$ cat src/rtl/alu_pipe_pkg.sv
// Shared types and constants for the handshaked ALU pipeline.
// Latency: n/a (declarations only).
// Backpressure: n/a (declarations only).
package alu_pipe_pkg;

  // Opcodes 0-3 keep the legacy 3-bit select encoding.
  typedef enum logic [3:0] {
    OP_FWD = 4'd0,
    OP_ADD = 4'd1,
    OP_AND = 4'd2,
    OP_OR  = 4'd3,
    OP_SUB = 4'd4,
    OP_SLL = 4'd5,
    OP_SRL = 4'd6,
    OP_SRA = 4'd7,
    OP_MUL = 4'd8
  } opcode_e;

  typedef enum logic [1:0] {
    ST_IDLE = 2'd0,
    ST_BUSY = 2'd1,
    ST_DONE = 2'd2
  } state_e;

  // Bit positions inside FLAGS = {ILLEGAL, OVF, CARRY, ZERO}.
  localparam int FLAG_ZERO    = 0;
  localparam int FLAG_CARRY   = 1;
  localparam int FLAG_OVF     = 2;
  localparam int FLAG_ILLEGAL = 3;

  // Pack individual flag bits into the FLAGS vector.
  function automatic logic [3:0] mk_flags(input logic zero, input logic carry,
                                          input logic ovf, input logic illegal);
    logic [3:0] f;
    f               = '0;
    f[FLAG_ZERO]    = zero;
    f[FLAG_CARRY]   = carry;
    f[FLAG_OVF]     = ovf;
    f[FLAG_ILLEGAL] = illegal;
    return f;
  endfunction

endpackage

$ cat src/rtl/alu_mul_iter.sv
// Iterative unsigned shift-add multiplier, one partial product per cycle.
// Latency: WIDTH cycles after start; done is high during the final step cycle.
// Backpressure: none; caller must not pulse start while a multiply is in flight.
module alu_mul_iter #(
  parameter int WIDTH = 8
) (
  input  logic                 clk,
  input  logic                 rst_n,
  input  logic                 start,
  input  logic [WIDTH-1:0]     a,
  input  logic [WIDTH-1:0]     b,
  output logic                 done,
  output logic [2*WIDTH-1:0]   product
);

  localparam int CNT_W = $clog2(WIDTH) + 1;

  logic [CNT_W-1:0]   cnt_q, cnt_d;
  logic [2*WIDTH-1:0] prod_q, prod_d;
  logic [WIDTH-1:0]   mcand_q, mcand_d;
  logic [WIDTH:0]     acc;

  // Load operands on start, otherwise perform one shift-add step per busy cycle.
  // The low half of prod holds the remaining multiplier bits; the high half accumulates.
  always_comb begin
    cnt_d   = cnt_q;
    prod_d  = prod_q;
    mcand_d = mcand_q;
    acc     = '0;
    if (start) begin
      cnt_d   = CNT_W'(WIDTH);
      prod_d  = {{WIDTH{1'b0}}, b};
      mcand_d = a;
    end else if (cnt_q != '0) begin
      acc    = {1'b0, prod_q[2*WIDTH-1:WIDTH]}
             + (prod_q[0] ? {1'b0, mcand_q} : {(WIDTH+1){1'b0}});
      prod_d = {acc, prod_q[WIDTH-1:1]};
      cnt_d  = cnt_q - CNT_W'(1);
    end
  end

  // The final step's product is presented combinationally so the caller can
  // register it on the same edge the counter reaches zero.
  always_comb begin
    done    = (cnt_q == CNT_W'(1));
    product = prod_d;
  end

  // Step counter, product accumulator and multiplicand registers.
  always_ff @(posedge clk or negedge rst_n) begin
    if (!rst_n) begin
      cnt_q   <= '0;
      prod_q  <= '0;
      mcand_q <= '0;
    end else begin
      cnt_q   <= cnt_d;
      prod_q  <= prod_d;
      mcand_q <= mcand_d;
    end
  end

endmodule

$ cat src/rtl/alu_pipe.sv
// Registered ALU with valid/ready channels; MUL (opcode 8) only when ALU_PIPE_MUL_EN is defined.
// Latency: 1 cycle for non-MUL ops, WIDTH+1 cycles for MUL.
// Backpressure: result held until OUT_READY; IN_READY only in IDLE or DONE with OUT_READY.
module alu_pipe
  import alu_pipe_pkg::*;
#(
  parameter int WIDTH   = 8,
  parameter int SHAMT_W = $clog2(WIDTH)
) (
  input  logic             CLK,
  input  logic             RESET_N,
  input  logic [WIDTH-1:0] DATA1,
  input  logic [WIDTH-1:0] DATA2,
  input  logic [3:0]       SELECT,
  input  logic             IN_VALID,
  output logic             IN_READY,
  output logic [WIDTH-1:0] RESULT,
  output logic [3:0]       FLAGS,
  output logic             OUT_VALID,
  input  logic             OUT_READY
);

  state_e           state_q, state_d;
  logic [WIDTH-1:0] result_q, result_d;
  logic [3:0]       flags_q, flags_d;

  logic             in_xfer;
  logic [WIDTH-1:0] alu_res;
  logic [3:0]       alu_flags;
  logic [WIDTH:0]   add_w;
  logic [WIDTH:0]   sub_w;
  logic [SHAMT_W-1:0] shamt;
  logic             alu_carry, alu_ovf, alu_ill;

`ifdef ALU_PIPE_MUL_EN
  logic               is_mul;
  logic               mul_start;
  logic               mul_done;
  logic [2*WIDTH-1:0] mul_product;

  alu_mul_iter #(.WIDTH(WIDTH)) u_mul (
    .clk     (CLK),
    .rst_n   (RESET_N),
    .start   (mul_start),
    .a       (DATA1),
    .b       (DATA2),
    .done    (mul_done),
    .product (mul_product)
  );
`endif

  // Single-cycle datapath for every opcode except MUL; unknown codes report ILLEGAL.
  always_comb begin
    alu_res   = '0;
    alu_carry = 1'b0;
    alu_ovf   = 1'b0;
    alu_ill   = 1'b0;
    add_w     = {1'b0, DATA1} + {1'b0, DATA2};
    sub_w     = {1'b0, DATA1} - {1'b0, DATA2};
    shamt     = DATA2[SHAMT_W-1:0];
    case (opcode_e'(SELECT))
      OP_FWD: alu_res = DATA2;
      OP_ADD: begin
        alu_res   = add_w[WIDTH-1:0];
        alu_carry = add_w[WIDTH];
        alu_ovf   = (DATA1[WIDTH-1] == DATA2[WIDTH-1]) && (alu_res[WIDTH-1] != DATA1[WIDTH-1]);
      end
      OP_AND: alu_res = DATA1 & DATA2;
      OP_OR:  alu_res = DATA1 | DATA2;
      OP_SUB: begin
        alu_res   = sub_w[WIDTH-1:0];
        alu_carry = ~sub_w[WIDTH];
        alu_ovf   = (DATA1[WIDTH-1] != DATA2[WIDTH-1]) && (alu_res[WIDTH-1] != DATA1[WIDTH-1]);
      end
      OP_SLL: alu_res = DATA1 << shamt;
      OP_SRL: alu_res = DATA1 >> shamt;
      OP_SRA: alu_res = $signed(DATA1) >>> shamt;
`ifdef ALU_PIPE_MUL_EN
      OP_MUL: alu_res = '0;
`endif
      default: alu_ill = 1'b1;
    endcase
    alu_flags = mk_flags(alu_res == '0, alu_carry, alu_ovf, alu_ill);
  end

  // Handshake outputs derived from the current state.
  always_comb begin
    IN_READY  = RESET_N && ((state_q == ST_IDLE) || ((state_q == ST_DONE) && OUT_READY));
    OUT_VALID = (state_q == ST_DONE);
    RESULT    = result_q;
    FLAGS     = flags_q;
    in_xfer   = IN_VALID && IN_READY;
`ifdef ALU_PIPE_MUL_EN
    is_mul    = (SELECT == OP_MUL);
    mul_start = in_xfer && is_mul;
`endif
  end

  // Next-state: accept new ops, finish the multiply, or drain the held result.
  always_comb begin
    state_d = state_q;
    if (in_xfer) begin
`ifdef ALU_PIPE_MUL_EN
      state_d = is_mul ? ST_BUSY : ST_DONE;
`else
      state_d = ST_DONE;
`endif
    end else begin
      case (state_q)
        ST_IDLE: state_d = ST_IDLE;
`ifdef ALU_PIPE_MUL_EN
        ST_BUSY: if (mul_done) state_d = ST_DONE;
`endif
        ST_DONE: if (OUT_READY) state_d = ST_IDLE;
        default: state_d = ST_IDLE;
      endcase
    end
  end

  // Output register loads: ALU result on a non-MUL transfer, product on the final MUL step.
  always_comb begin
    result_d = result_q;
    flags_d  = flags_q;
`ifdef ALU_PIPE_MUL_EN
    if (in_xfer && !is_mul) begin
      result_d = alu_res;
      flags_d  = alu_flags;
    end else if ((state_q == ST_BUSY) && mul_done) begin
      result_d = mul_product[WIDTH-1:0];
      flags_d  = mk_flags(mul_product[WIDTH-1:0] == '0,
                          |mul_product[2*WIDTH-1:WIDTH], 1'b0, 1'b0);
    end
`else
    if (in_xfer) begin
      result_d = alu_res;
      flags_d  = alu_flags;
    end
`endif
  end

  // FSM state register.
  always_ff @(posedge CLK or negedge RESET_N) begin
    if (!RESET_N) begin
      state_q <= ST_IDLE;
    end else begin
      state_q <= state_d;
    end
  end

  // Result and flag registers.
  always_ff @(posedge CLK or negedge RESET_N) begin
    if (!RESET_N) begin
      result_q <= '0;
      flags_q  <= '0;
    end else begin
      result_q <= result_d;
      flags_q  <= flags_d;
    end
  end

endmodule

$ cat config.mk
export PLATFORM = sky130hd
export DESIGN_NAME = alu_pipe
export DESIGN_NICKNAME = d
export VERILOG_FILES = /design/src/rtl/alu_pipe_pkg.sv /design/src/rtl/alu_mul_iter.sv /design/src/rtl/alu_pipe.sv
export SDC_FILE = /design/constraint.sdc
export NUM_CORES = 1
export LEC_CHECK = 0
export CAP_MARGIN = 30
export CORE_ASPECT_RATIO = 2
export CORE_MARGIN = 2
export CORE_UTILIZATION = 40
export CTS_BUF_LIST = sky130_fd_sc_hd__clkbuf_16
export DETAILED_ROUTE_END_ITERATION = 16
export GPL_TIMING_DRIVEN = 1
export MAX_ROUTING_LAYER = met4
export PLACE_DENSITY = 0.64
export SLEW_MARGIN = 20
export SYNTH_ARGS = -nofsm -noshare
export SYNTH_HDL_FRONTEND = slang
export SYNTH_SLANG_ARGS = --single-unit
$ cat constraint.sdc
create_clock -name CLK -period 2.5 [get_ports CLK]
set_clock_uncertainty 0.2 [all_clocks]
set_input_delay 0.5 -clock CLK [delete_from_list [all_inputs] [get_ports CLK]]
set_output_delay 0.5 -clock CLK [all_outputs]
set_load 0.1 [all_outputs]
==> results of run 1 <==
## stage by stage
| stage | area [um^2] | std cells | setup TNS [ns] | util (%) |
|---|---|---|---|---|
| finish | 4090 | 488 | -2.01 | 76.9 |
| global route | 4090 | 488 | -2.46 | 76.9 |
| CTS | 3980 | 486 | -2.32 | 74.7 |
| detailed placement | 3430 | 464 | -9.38 | 64.4 |
| global placement | 3430 | 464 | -9.11 | 64.4 |
| floorplan | 2270 | 272 | -0.662 | - |
## where the power goes
group          total (mW)  switching [mW]  internal (mW)
sequential          0.270          0.0206          0.250
clock               0.291          0.0812          0.210
combinational        1.15           0.682          0.472
total                1.72           0.784          0.932
## sequential cells by signal (all words and copies together), names as in the netlist
register	cells
FLAGS	4
state_q	1
RESULT	8
## what timing repair did
| item | 4_1_cts | 5_1_grt |
|---|---|---|
| pin swaps | 26 | 23 |
| endpoints found under the setup margin | 11 | 10 |
| setup buffers | 20 | 4 |
| resized for setup | 118 | 26 |
## worst max path at each step
stage	start	to	slack, ns	depth (start not counted)
after floorplan	DATA1[0]	FLAGS[0]	-0.66	8
after global placement	DATA1[0]	FLAGS[0]	-1.35	9
after detailed placement	DATA1[0]	FLAGS[0]	-1.41	9
after CTS	DATA1[0]	FLAGS[0]	-0.70	9
after global routing	DATA1[0]	FLAGS[0]	-0.78	9
final	DATA1[0]	FLAGS[0]	-0.69	9
## final cells by class
class | count | share of cell area (%)
clock buffers | 3 | 1.83
well taps | 60 | 1.83
repair buffers | 169 | 34.4
multi-input cells | 218 | 51.6
inverters | 24 | 2.32
clock inverters | 1 | 0.0917
flip-flops and latches | 13 | 7.95
## worst max-delay path, cell delays in order
cell and delay [ns]:
buf_8 0.10, ha_4 0.16, fa_2 0.43, mux4_2 0.52, a221oi_2 0.29, o211ai_1 0.15
or3_1 0.39, or4_4 0.42, o31ai_2 0.17
## kinds of logic after synthesis
logic type | after synthesis | synth area share (%)
AOI/OAI and AO/OA | 85 | 28.7
xor gates and xnor gates | 4 | 1.61
adders and majority gates | 27 | 16.2
buffers and inverters | 41 | 7.76
DFF | 13 | 14.9
muxes | 26 | 13.7
and+or+nand+nor | 76 | 17.1
## synthesized netlist by cell type, types with 2 or more instances
master,instances,area (um^2)
buf_2,4,20.0
a31o_2,3,26.3
a2bb2oi_1,2,17.5
a221oi_1,5,43.8
nand3_1,8,40.0
nor2_1,16,60.1
a31oi_1,7,43.8
clkbuf_1,12,45.0
o21bai_1,5,37.5
a21oi_1,11,55.1
a311oi_1,2,17.5
mux2_2,10,113
o211ai_1,4,30.0
a211oi_1,3,22.5
nand2_1,25,93.8
mux4_2,2,45.0
inv_1,21,78.8
nand4_1,2,12.5
xnor2_1,4,35.0
o22ai_1,7,43.8
o221a_2,2,22.5
dfrtp_1,13,325
or3_1,4,25.0
o311ai_0,2,17.5
mux2i_1,14,140
ha_1,25,313
inv_2,2,7.51
nor2b_1,2,12.5
a221o_1,2,20.0
o21ai_0,11,55.1
fa_1,2,40.0
nor3_1,5,25.0
a21o_1,5,37.5
and3_1,4,25.0
nand2b_1,3,18.8
## per-layer routing
layer / share of wire (%) / wire [um] / global-route usage (%)
met2: 53 / 4950 / 57.3
met3: 3.5 / 331 / 3.11
met4: 7.0 / 652 / 17.5
met1: 36 / 3410 / 32.8
met5: 0 / 0 / -
==> run metrics, run 1 <==
Mapped Nets=about 320; failing checks=setup timing; clock-pin slew on the worst setup and hold paths=0.04 ns; Worst Path Arrival=between 3 and 4 ns; n_diodes=0; GRT Resource Usage Total=31.6%; crit end category=register; commonest non-fill, non-tap cell in the layout=buf_4; routed via count=2832; row count=38; Overall Power=1.72 mW; relative slew slack=71.0%; Post-Syn Area=0.00218 mm^2; Worst R2R Setup Slack=0.27 ns; Die W=56.2 um; number of nets with antenna violations after routing=0; Hold Path Stages=2; Reg2Reg Depth=7; max-cap violations=0; hold-fix buffer count after cts=0; total gr overflow=0; Worst-Skew Late Latency=approximately 0.23 ns; worst vdd ir=800 uV; Multi-input gate area=about 0.0021 mm^2; largest net degree at the start of global routing=18; pre-CTS WS=-1.41 ns; syn_area_per_cell=roughly 8.0 um^2; Final WS setup=-0.694 ns; min Tclk post-route=3.19 ns; main flop type after synthesis=dfrtp_1; Final Setup Violations=8; DR iter-0 viols=96; CTS tree=done; PortBufs=37; starting density of the core=40.9%; die area=approximately 0.0061 mm^2; first-pass GRT wire length=14.6 mm; Tightest Pin Transition=0.433 ns; Max Fanout on Critical Path=2; post-synthesis async set-or-reset flop share=100%; Fin. Hold Viols=0; share of layout cells above drive strength 1=56.1%; crit path kind=primary input to register; Hold Path Origin=RESULT[1]; sequential fraction of the synthesis area=14.9%; Cell variety after synth=58; Syn Inst Count=roughly 270; TritonRoute pass-1 iters=4; register bit count reported by yosys=13; R2R Path End=FLAGS[0]; outcome=finished with violations; io pins=38; Hold EP=RESULT[1]; clk sinks=13; Max Slew Vio Count=0; WHS=0.274 ns; RSZ-0062 raised after global routing=true; reg2reg start=state_q[1]; fillers=395; Area Overhead vs Synth=88.0%; Leak=1.96 nW; clk buf depth=2; Final GP Congestion=1.05; WL final=9.34 mm; Register Area=325 um^2; post-detailed-route DRC marker count=0; TritonCTS buffer count=3; Max Clk Rate=roughly 310 MHz; Via density=5.80; clock root cell=clkbuf_16; Min-Delay Path Class=register to register; Startpoint Class=primary input; EDFF count, synth=0; dpl hpwl=6.98 mm; synth warn=0; pwr/cell area=419 mW/mm^2; most frequent cells in the layout=buf_4, nand2_1, buf_6, inv_1, nor2_1; Core Area=0.00533 mm^2; vias in the first global route=2922; Nets=480; H-tree depth=1; Final period util=128%; initial antenna violation count=0; WP data required=2.45 ns; Routed wire per std cell=19.1 um; Die H=roughly 110 um
Note: power is estimated with default switching activity, not from simulation.
==> inputs of run 2 (changes only) <==
SLEW_MARGIN = 10   (was 20)
==> results of run 2 <==
Same layout as run 1: the final DEF is identical, and so are final timing and power.
